[src/rtl/magnitude_sched_pkg.sv]
`default_nettype none
// +----------------------------------------------------------------------------+
// | magnitude_sched_pkg                                                        |
// | Shared constants, helper function and tag type for the magnitude scheduler.|
// | Revision: 1.0                                                              |
// +----------------------------------------------------------------------------+
package magnitude_sched_pkg;

    localparam int NUM_CHANNELS_DEF   = 4;
    localparam int TAG_FIFO_DEPTH_DEF = 32;
    localparam int CHAN_ID_MAX_W      = 4;

    // Channel-ID width; a single requester still needs one bit of tag
    function automatic int chan_w(input int n);
        int w;
        w = $clog2(n);
        return (w < 1) ? 1 : w;
    endfunction

    // Wide enough for the largest supported channel count (16)
    typedef logic [CHAN_ID_MAX_W-1:0] chan_id_t;

endpackage
`default_nettype wire

[src/rtl/magnitude_tag_fifo.sv]
`default_nettype none
// +----------------------------------------------------------------------------+
// | magnitude_tag_fifo                                                         |
// | Order-preserving FIFO of channel tags for in-flight magnitude samples.     |
// | Revision: 1.0                                                              |
// +----------------------------------------------------------------------------+
module magnitude_tag_fifo #(
    parameter int DEPTH = 32,
    parameter int WIDTH = 2
) (
    input  logic                     clk,
    input  logic                     rst,
    input  logic                     push,
    input  logic [WIDTH-1:0]         din,
    input  logic                     pop,
    output logic [WIDTH-1:0]         dout,
    output logic [$clog2(DEPTH):0]   count,
    output logic                     full,
    output logic                     empty
);

    localparam int AW = $clog2(DEPTH);

    logic [WIDTH-1:0] r_mem [DEPTH];
    logic [AW-1:0]    r_wr_ptr;
    logic [AW-1:0]    r_rd_ptr;
    logic [AW:0]      r_count;
    logic             w_push;
    logic             w_pop;

    assign w_push = push && !full;
    assign w_pop  = pop && !empty;

    // Tags are cleared too so nothing stale survives a reset
    always_ff @(posedge clk or negedge rst) begin
        if (!rst) begin
            for (int i = 0; i < DEPTH; i++) begin
                r_mem[i] <= '0;
            end
            r_wr_ptr <= '0;
            r_rd_ptr <= '0;
            r_count  <= '0;
        end else begin
            if (w_push) begin
                r_mem[r_wr_ptr] <= din;
                r_wr_ptr        <= r_wr_ptr + 1'b1;
            end
            if (w_pop) begin
                r_rd_ptr <= r_rd_ptr + 1'b1;
            end
            case ({w_push, w_pop})
                2'b10:   r_count <= r_count + 1'b1;
                2'b01:   r_count <= r_count - 1'b1;
                default: r_count <= r_count;
            endcase
        end
    end

    assign dout  = r_mem[r_rd_ptr];
    assign count = r_count;
    assign full  = (r_count == (AW+1)'(DEPTH));
    assign empty = (r_count == '0);

endmodule
`default_nettype wire

[src/rtl/magnitude_scheduler.sv]
`default_nettype none
// +----------------------------------------------------------------------------+
// | magnitude_scheduler                                                        |
// | Round-robin sharing of one in-order magnitude pipeline among N requesters. |
// | Revision: 1.0                                                              |
// +----------------------------------------------------------------------------+
module magnitude_scheduler
    import magnitude_sched_pkg::*;
#(
    parameter int NUM_CHANNELS   = NUM_CHANNELS_DEF,
    parameter int INPUT_BITS     = 16,
    parameter int OUTPUT_BITS    = INPUT_BITS + 1,
    parameter int TAG_FIFO_DEPTH = TAG_FIFO_DEPTH_DEF
) (
    input  logic                               clk,
    input  logic                               rst,
    input  logic                               sched_en,
    input  logic [NUM_CHANNELS-1:0]            req_valid,
    output logic [NUM_CHANNELS-1:0]            req_ready,
    input  logic [NUM_CHANNELS*INPUT_BITS-1:0] req_input_1,
    input  logic [NUM_CHANNELS*INPUT_BITS-1:0] req_input_2,
    output logic                               mag_input_ready,
    output logic [INPUT_BITS-1:0]              mag_input_1,
    output logic [INPUT_BITS-1:0]              mag_input_2,
    input  logic                               mag_output_ready,
    input  logic [OUTPUT_BITS-1:0]             mag_output_1,
    output logic [NUM_CHANNELS-1:0]            res_valid,
    output logic [OUTPUT_BITS-1:0]             res_data,
    output logic [$clog2(NUM_CHANNELS)-1:0]    res_channel,
    output logic                               idle,
    output logic                               err_underflow
);

    localparam int CW   = chan_w(NUM_CHANNELS);
    localparam int CNTW = $clog2(TAG_FIFO_DEPTH) + 1;

    logic [CW-1:0]           r_ptr;
    logic                    r_mag_rdy;
    logic [INPUT_BITS-1:0]   r_mag_in1;
    logic [INPUT_BITS-1:0]   r_mag_in2;
    logic [NUM_CHANNELS-1:0] r_res_valid;
    logic [OUTPUT_BITS-1:0]  r_res_data;
    logic [CW-1:0]           r_res_chan;
    logic                    r_err;

    logic [NUM_CHANNELS-1:0] w_rot;
    logic [CW:0]             w_sum;
    logic [CW-1:0]           w_grant;
    logic                    w_found;
    logic                    w_grant_ok;
    logic                    w_accept;
    logic                    w_pop;
    logic [CW-1:0]           w_tag;
    logic [CNTW-1:0]         w_count;
    logic                    w_full;
    logic                    w_empty;

    // Rotate so bit i is channel (ptr+i) mod N; the first set bit wins
    always_comb begin
        w_rot   = NUM_CHANNELS'({req_valid, req_valid} >> r_ptr);
        w_sum   = '0;
        w_grant = '0;
        w_found = 1'b0;
        for (int i = 0; i < NUM_CHANNELS; i++) begin
            if (!w_found && w_rot[i]) begin
                w_found = 1'b1;
                w_sum   = {1'b0, r_ptr} + (CW+1)'(i);
                if (w_sum >= (CW+1)'(NUM_CHANNELS)) begin
                    w_sum = w_sum - (CW+1)'(NUM_CHANNELS);
                end
                w_grant = w_sum[CW-1:0];
            end
        end
    end

    // Full is judged on the current count, so a same-cycle pop cannot free a slot
    assign w_grant_ok = sched_en && !w_full && w_found;
    assign req_ready  = w_grant_ok ? (NUM_CHANNELS'(1) << w_grant) : '0;
    assign w_accept   = |(req_valid & req_ready);
    assign w_pop      = mag_output_ready && !w_empty;

    magnitude_tag_fifo #(
        .DEPTH (TAG_FIFO_DEPTH),
        .WIDTH (CW)
    ) u_tag_fifo (
        .clk   (clk),
        .rst   (rst),
        .push  (w_accept),
        .din   (w_grant),
        .pop   (w_pop),
        .dout  (w_tag),
        .count (w_count),
        .full  (w_full),
        .empty (w_empty)
    );

    always_ff @(posedge clk or negedge rst) begin
        if (!rst) begin
            r_ptr       <= '0;
            r_mag_rdy   <= 1'b0;
            r_mag_in1   <= '0;
            r_mag_in2   <= '0;
            r_res_valid <= '0;
            r_res_data  <= '0;
            r_res_chan  <= '0;
            r_err       <= 1'b0;
        end else begin
            r_mag_rdy <= w_accept;
            if (w_accept) begin
                r_mag_in1 <= req_input_1[w_grant*INPUT_BITS +: INPUT_BITS];
                r_mag_in2 <= req_input_2[w_grant*INPUT_BITS +: INPUT_BITS];
                r_ptr     <= (w_grant == CW'(NUM_CHANNELS - 1)) ? '0 : w_grant + 1'b1;
            end
            r_res_valid <= w_pop ? (NUM_CHANNELS'(1) << w_tag) : '0;
            if (w_pop) begin
                r_res_data <= mag_output_1;
                r_res_chan <= w_tag;
            end
            // A result with no outstanding tag is dropped and flagged
            if (mag_output_ready && w_empty) begin
                r_err <= 1'b1;
            end
        end
    end

    assign mag_input_ready = r_mag_rdy;
    assign mag_input_1     = r_mag_in1;
    assign mag_input_2     = r_mag_in2;
    assign res_valid       = r_res_valid;
    assign res_data        = r_res_data;
    assign res_channel     = r_res_chan;
    assign err_underflow   = r_err;
    assign idle            = (w_count == '0) && !r_mag_rdy;

endmodule
`default_nettype wire

[config.mk]
export PLATFORM = sky130hd
export DESIGN_NAME = magnitude_scheduler
export DESIGN_NICKNAME = d
export VERILOG_FILES = /design/src/rtl/magnitude_sched_pkg.sv /design/src/rtl/magnitude_tag_fifo.sv /design/src/rtl/magnitude_scheduler.sv
export SDC_FILE = /design/constraint.sdc
export NUM_CORES = 1
export LEC_CHECK = 0
export CELL_PAD_IN_SITES_DETAIL_PLACEMENT = 0
export CELL_PAD_IN_SITES_GLOBAL_PLACEMENT = 1
export CORE_ASPECT_RATIO = 1.1
export CORE_MARGIN = 2
export CORE_UTILIZATION = 32
export DETAILED_ROUTE_END_ITERATION = 10
export GPL_TIMING_DRIVEN = 0
export PLACE_DENSITY_LB_ADDON = 0.1
export SYNTH_ARGS = -nofsm -noshare
export SYNTH_HDL_FRONTEND = slang
export SYNTH_HIERARCHICAL = 1
export SYNTH_SLANG_ARGS = --single-unit
[constraint.sdc]
create_clock -name clk -period 9.3 [get_ports clk]
set_input_delay 1.86 -clock clk [delete_from_list [all_inputs] [get_ports clk]]
set_output_delay 1.86 -clock clk [all_outputs]
set_load 0.05 [all_outputs]
==> run summary, run 1 <==
The flow ran to the end, and the final reports show no timing, DRC or antenna violations. Signal routing reaches up to met4. The total die area came out at 24980 µm². The final route contains 5921 vias. The synthesized netlist contains 55 unique library cells. The deepest clock path buffer count is 2. The via count of the first global-routing pass is 6454.

The share of synthesized flip-flops with an asynchronous set or reset came out at 100.0%. In this run the worst path has a maximum fanout of 14. The number of antenna violations at the first check in global routing was 0. The final worst-path cycle share is 68.22%. In this run the core area contains 59 standard-cell rows. VDD sags by at most between 0.1 and 0.15 mV. Power spread over the standard cell area amounts to between 300 and 400 nW/µm².

The HPWL after detailed placement is 16150 µm. The DRC violation count after routing came out at 0. The largest net degree at the start of global routing is 80.

The reported leakage power came out at 4.763 nW. Summed over all nets, wire length on met2 after detailed routing comes to 11030 µm. In this run the count of I/O pins placed on the die edge is 215. The synthesized design contains 139 register bits.

Input and output buffers added on the ports amount to roughly 210. TritonCTS created 17 clock buffers. The worst setup path is of the in -> out kind. The worst slack on hold paths is 0.4728 ns. The fraction of layout instances using a drive strength above 1 came out at 18.16%.

The total count of max-transition violations in the final report is 0. The area added between synthesis and finish came out at 41.61%. The wire length the detailed router placed on met1 came out at 8661 µm. The routed wire length per instance is around 18 µm. The total power of the final layout is 3.511 mW. At the end of routability-driven placement, the weighted congestion stood at roughly 0.76.

TritonCTS built the clock tree. In the post-synthesis netlist, the cell with the most instances is sky130_fd_sc_hd__dfrtp_1. The share of the core filled with cells in the final layout is 45.82%.

The master cell of the clock root buffer is sky130_fd_sc_hd__clkbuf_16. The sort of element at the end of the critical path is an output port. The total track usage came out at 17.54%. The number of post-CTS setup repair buffers is 0.

The clock net sink count came out at 139. The area of the core region is roughly 23000 µm². From bottom edge to top edge, the die measures roughly 170 µm.

The type of element launching the critical path is an input port. The number of instances in the synthesized netlist came out at 669. The highest achievable clock rate came out at 157.6 MHz. Setup repair after global routing left no endpoint under its margin. After clock tree synthesis, the clock-pin slew on the worst setup and hold paths is 0.05 ns. The layout has ~2200 filler cells. The average size of a mapped cell is 11.35 µm². The first detailed-routing pass ran for 4 iterations. The wire length reported by the detailed router came out at between 20000 and 25000 µm.

The number of buffer and inverter instances along the worst setup path is 5. The cell occurring most often along the worst timing path is sky130_fd_sc_hd__clkdlybuf4s50_1. The residual antenna-violating net count after detailed routing came out at 0.

The count of synthesis-stage warnings from yosys is 6. The critical path goes through clkdlybuf4s50_1 > nand2b_1 > a21oi_2 > o32ai_4 > inv_4 > buf_12 > buf_8 > nor3_1 > clkdlybuf4s50_1. The largest single stage delay on the critical path is 0.86 ns. The die outline width is 150.9 µm. Headroom to the max-slew limit came out at 47.83%. The max-capacitance violation count is 0.

The number of nets at the end of the flow came out at 1068. The clock reaches the later pin of the worst-skew pair after 0.42 ns. The slew at the pin with the worst max-slew slack came out at 0.7825 ns. The slowest stage of the critical path is the sky130_fd_sc_hd__clkdlybuf4s50_1 cell. The number of placed instances, taps included is 1189.

Among all flip-flop cells after synthesis, the most frequent one is sky130_fd_sc_hd__dfrtp_1. The H-tree level count is 4. At the worst endpoint, the required time is 7.44 ns. The data arrival at the endpoint of the critical path is 4.48 ns.

The portion of the post-synthesis area used by sequential elements is 45.80%. The count of final hold-check violations is 0. The clock arrives with 0.009084 ns of skew. The overall overflow remaining after global route is 0. The clock period minus worst slack is 6.344 ns. In the routed layout, each cell is associated on average with a via count of 4.857. The routed design uses about 1400 µm of met3 wire. The filler-free cell count of the finished design came out at roughly 1200. The iteration-0 DRC count of the detailed router is 265. In this run, post-CTS hold repair placed 0 buffers. The number of synthesized flops with an enable pin came out at 0. The accumulated negative setup slack is 0 ns. The area share of the largest cell type after synthesis is 45.80%. Setup violations remaining at the end of the flow were counted as 0. The largest total area in the synthesized netlist belongs to sky130_fd_sc_hd__dfrtp_1.

The area of the mapped netlist came out at 7595 µm². The number of diodes came out at 0. The count of cells resized by post-cts repair is 0. The net count of the mapped netlist came out at between 800 and 900. Ranked by total cell area, the synthesized netlist is headed by sky130_fd_sc_hd__dfrtp_1, sky130_fd_sc_hd__mux2_2, sky130_fd_sc_hd__mux2i_1. The first global-routing pass estimated 33670 µm of wire.

The initial cell density of the core is around 32%. The commonest cells after synthesis are sky130_fd_sc_hd__dfrtp_1, sky130_fd_sc_hd__nand2_1, sky130_fd_sc_hd__mux2i_1. Among cell families on the critical path, the largest total delay comes from buffers and inverters. The min-delay analysis places its worst path in the category reg -> reg.
## registers in the layout (all words and copies together), names as in the netlist
register / cells
res_channel: 2
u_tag_fifo/r_rd_ptr: 5
res_data: 17
res_valid: 4
u_tag_fifo/count: 6
err_underflow: 1
u_tag_fifo/r_wr_ptr: 5
mag_input_2: 16
mag_input_ready: 1
r_ptr: 2
u_tag_fifo/r_mem: 64
mag_input_1: 16
## cell type report
cell class	instances	area [µm²]	share of cell area, %
clock inverters	10	141.4	1.315
clock buffers	20	466.7	4.339
flip-flops and latches	139	3478	32.34
repair buffers	215	2171	20.18
well taps	305	381.6	3.548
multi-input cells	470	3771	35.06
plain buffers	47	291.5	2.711
inverters	13	53.80	0.5002
## per-stage QoR
stage	worst slack, ns	instance area, µm²
finish	2.956	10760
global route	2.828	10760
CTS	2.949	10760
detailed placement	2.665	10150
global placement	0.7930	10120
floorplan	3.613	7595
## path summary, 6_finish.rpt
| check | depth (start not counted) | startpoint | end | slack, ns |
|---|---|---|---|---|
| min in group asynchronous | 1 | rst | u_tag_fifo/r_mem[62] | 1.42 |
| worst max-delay path | 9 | req_valid[1] | req_ready[0] | 2.96 |
| max in group asynchronous | 2 | rst | mag_input_1[1] | 7.10 |
| worst min register to register | 1 | err_underflow | err_underflow | 0.47 |
| worst max register to register | 18 | r_ptr[1] | u_tag_fifo/count[5] | 4.73 |
| worst min-delay path | 1 | err_underflow | err_underflow | 0.47 |
## metal layers
| metal | up-vias | GRT usage [%] |
|---|---|---|
| met2 | 173 | 30.85 |
| met1 | 2885 | 20.77 |
| met4 | 0 | 4.843 |
| li1 | 2840 | - |
| met5 | - | 0 |
| met3 | 23 | 5.275 |
## report_power, final
part           internal (mW)  switching [mW]  leakage [nW]
clock network          0.441           0.257         0.294
registers              0.850           0.148          1.77
logic                  0.757            1.06          2.70
total                   2.05            1.46          4.76
## layout by cell type, fill, tap and decap left out, types with 10 or more instances in the layout
master	count
sky130_fd_sc_hd__clkbuf_1	24
sky130_fd_sc_hd__mux2_2	79
sky130_fd_sc_hd__mux2_1	13
sky130_fd_sc_hd__nand3_1	32
sky130_fd_sc_hd__clkdlybuf4s50_1	213
sky130_fd_sc_hd__o21ai_0	10
sky130_fd_sc_hd__mux2i_1	80
sky130_fd_sc_hd__ha_1	11
sky130_fd_sc_hd__clkbuf_16	17
sky130_fd_sc_hd__o21ai_1	27
sky130_fd_sc_hd__dfrtp_1	139
sky130_fd_sc_hd__xnor2_1	10
sky130_fd_sc_hd__inv_1	11
sky130_fd_sc_hd__nand2_1	104
## logic make-up after synthesis
kind of cell / Yosys count / synth area share [%]
adder cells (fa/ha/maj): 12 / 2.076
AND/OR/NAND/NOR: 193 / 12.52
flip-flops: 139 / 45.80
AO/OA/AOI/OAI: 64 / 5.420
XOR/XNOR: 13 / 1.499
multiplexers: 188 / 28.14
buffers and inverters: 60 / 4.547
(Power assumes the default switching activity.)
==> run 2: changes to the inputs <==
==> constraint.sdc (replaced) <==
create_clock -name clk -period 5.5 [get_ports clk]
set_input_delay 1.1 -clock clk [delete_from_list [all_inputs] [get_ports clk]]
set_output_delay 1.1 -clock clk [all_outputs]
set_load 0.05 [all_outputs]
==> run 2 against run 1 <==
Power is 70% higher. Sequential power grew 69%. Global-route usage unchanged. Core utilization up 0.19 points. Clock-buffer cell count unchanged. First-iteration DRC count fell by 5.3%. Clock skew increased by 0.0023 ns. Sequential cell count stayed put. Highest routed layer unchanged. Final cell count is 0.41% higher. Sequential share of layout area shrank 0.13 points.
==> run summary, run 2 (same netlist as run 1, synthesis figures left out) <==
Counting flops per register, the top entry is u_tag_fifo/r_mem. The clock skew after layout came to 0.01135 ns (+0.002266 ns). The stage delay of the slowest cell on the critical path came out at 0.60 ns (-0.26 ns). The die height came out at 165.6 µm (unchanged). The top fanout value on the critical path is 10 (-4).

The iteration-0 DRC count of the detailed router is 251 (-5.3%). The count of final hold-check violations came out at 0 (unchanged). The total number of vias came to 5969 (+0.81%). The number of antenna violations at the first check in global routing is 0 (unchanged).

The number of cells on the worst reg-to-reg path came out at 18 (unchanged). The maximum VDD drop is 0.2197 mV (+73%). The clock network fraction of total power came out at 19.8% (about the same). Setup repair after global routing left no endpoint under its margin. The total count of max-transition violations in the final report is 0 (unchanged). The highest achievable clock rate is 190.0 MHz. The library cell used most frequently in the layout, excluding fill and tap cells, is sky130_fd_sc_hd__clkdlybuf4s50_1. The wire length reported by the detailed router is 21440 µm (+0.19%). The final worst-path cycle share is 95.68%. The required time reported for the critical path endpoint is 5.79 ns (-1.65 ns). The number of iterations in the first detailed-routing pass was 4 (unchanged). TritonCTS built the clock tree.

The clock latency at the later pin of the worst-skew pair came out at 0.41 ns (about the same). The sequential share of power came to 28.3% (about the same). The clock period minus worst slack is 5.262 ns. The initial cell density of the core came to 32.35% (unchanged). The via count of the first global-routing pass is 6454 (unchanged). The total die area is 24980 µm² (unchanged). The switching power total came out at 2.478 mW (+69%). The slew at the pin with the worst max-slew slack is 0.7662 ns (-0.01627 ns). The number of nets at the end of the flow is 1073 (+0.47%). The internal reg-to-reg setup slack came to 1.11 ns (-3.62 ns). The number of core rows is 59 (unchanged). The largest net degree at the start of global routing came out at 80 (unchanged).

The reported leakage power is 4.786 nW (+0.49%). The TritonCTS buffer count is 17 (unchanged). The critical register-to-register path startpoint is r_ptr[0]. The portion of total power attributed to combinational logic came out at 51.9% (+0.2 points). The fraction of power spent switching nets came out at 41.61% (-0.080 points). The worst slack on hold paths came to 0.4727 ns (-0.00001400 ns). The slowest stage of the critical path is the sky130_fd_sc_hd__or4b_2 cell. The number of diodes came to 0 (unchanged). The headroom to the max-slew limit came out at 48.92% (+1.1 points). The setup-violating endpoint count in the final report came to 0 (unchanged). The number of hold buffers added after CTS came to 0 (unchanged). The share of the core filled with cells in the final layout came out at 46.00% (+0.19 points). The flow ran to the end, and the final reports show no timing, DRC or antenna violations.

The power density over cell area came out at 551.6 nW/µm² (+69%). In this run the worst setup path terminates at u_tag_fifo/count[5]. In the layout the commonest cells are sky130_fd_sc_hd__clkdlybuf4s50_1, sky130_fd_sc_hd__dfrtp_1, sky130_fd_sc_hd__nand2_1.

The deepest clock path buffer count is 2 (unchanged). The total track usage is 17.54% (unchanged). The number of ports placed on the die boundary is 215 (unchanged). The endpoint identified for the worst register-to-register timing path is u_tag_fifo/count[5]. The number of flip-flops under the largest register name came out at 64 (unchanged). The HPWL after detailed placement is 16150 µm (unchanged). The die outline width is 150.9 µm (unchanged). The min-delay analysis places its worst path in the category reg -> reg.

The number of inserted filler cells in the final layout came out at 2181 (-0.37%). The residual antenna-violating net count after detailed routing is 0 (unchanged). STA classifies the critical path startpoint as an input port. The routability congestion estimate came out at 0.7567 (unchanged). The clock net sink count is 139 (unchanged). The max-capacitance violation count is 0 (unchanged). The critical path goes through clkdlybuf4s50_1 > nand2b_1 > a21oi_1 > a211o_2 > ha_1 > and2_1 > o31ai_4 > buf_6 > buf_4 > inv_1 > o31a_1 > buf_2 > inv_1 > ha_2 > ha_1 > a211o_1 > nand3_1 > or4b_2 > xnor2_1.

The data arrival at the endpoint of the critical path is 5.56 ns (+1.08 ns). The area added between synthesis and finish came out at 42.19%. The DRC violation count after routing is 0 (unchanged). The internal power came out at 3.478 mW (+70%). The worst setup path startpoint is req_valid[1]. The cell sitting at the root of the clock tree is a sky130_fd_sc_hd__clkbuf_16. The area of the core region came to 23480 µm² (unchanged). STA classifies the critical path endpoint as a flip-flop. The overall overflow remaining after global route came out at 0 (unchanged). The count of buffers from port buffering is 214 (unchanged). The fraction of layout instances using a drive strength above 1 came out at 18.72% (+0.55 points). The accumulated negative setup slack came out at 0 ns (unchanged). The classification of the worst setup path is in -> reg. The clock-pin slew on the worst setup and hold paths came out at 0.06 ns (about the same). The H-tree level count is 4 (unchanged). The ratio of routed vias to standard cells came out at 4.877 (+0.40%). The routed wire length per instance came out at 17.52 µm (-0.22%). The first-pass GRT wire length is 33670 µm (unchanged).
==> run 2: power groups by stage <==
stage / clock, mW / combinational [mW] / sequential (mW)
global route: 1.26 / 3.34 / 1.75
floorplan: 0 / 1.60 / 2.18
detailed placement: 0 / 3.11 / 1.70
finish: 1.18 / 3.09 / 1.69
global placement: 0 / 3.07 / 1.68
CTS: 1.22 / 3.12 / 1.69
==> run 2: metrics by stage <==
stage               setup WS, ns  std cells  instance area, µm²  power (mW)
finish                    0.2378       1224               10800       5.957
floorplan                 0.7595        669                7595       3.782
global route            0.002188       1224               10800       6.337
detailed placement       -0.3753       1189               10150       4.807
CTS                      0.05424       1219               10760       6.023
global placement          -2.247       1188               10120       4.751
==> run 2: routing by layer <==
layer	global-route usage, %	wire (µm)	vias up
li1	-	-	2847
met1	20.77	8619	2920
met2	30.85	11100	184
met3	5.275	1428	18
met4	4.843	296	0
met5	0	0	-
==> run 2: how the worst min path moves through the flow <==
stage / to / slack [ns] / from / depth (start not counted)
after floorplan: u_tag_fifo/r_mem[51] / 0.46 / u_tag_fifo/r_mem[51] / 1
after global placement: err_underflow / 0.44 / err_underflow / 1
after detailed placement: err_underflow / 0.46 / err_underflow / 1
after CTS: err_underflow / 0.47 / err_underflow / 1
after global routing: err_underflow / 0.50 / err_underflow / 1
final: err_underflow / 0.47 / err_underflow / 1
==> run 2: what timing repair did <==
action	CTS	global route
setup endpoints to repair	0	1
hold endpoints to repair	0	0
setup buffers	0	5
gates resized for setup	0	2
==> run 2: critical path: cells and delay by family <==
kind / cells / cell delay [ns]
adder cells (fa/ha/maj): 3 / 0.78
AND/OR/NAND/NOR: 4 / 1.01
AO/OA/AOI/OAI: 5 / 1.22
XOR/XNOR: 1 / 0.15
buffers and inverters: 6 / 1.30
==> run 2: final cells by class <==
| cell class | count | area, µm² | area share, % |
|---|---|---|---|
| Multi-Input combinational cell | 470 | 3774 | 34.94 |
| Sequential cell | 139 | 3478 | 32.21 |
| Timing Repair Buffer | 220 | 2208 | 20.45 |
| Clock buffer | 20 | 466.7 | 4.322 |
| Tap cell | 305 | 381.6 | 3.534 |
| Buffer | 47 | 295.3 | 2.734 |
| Clock inverter | 10 | 141.4 | 1.309 |
| Inverter | 13 | 53.80 | 0.4982 |
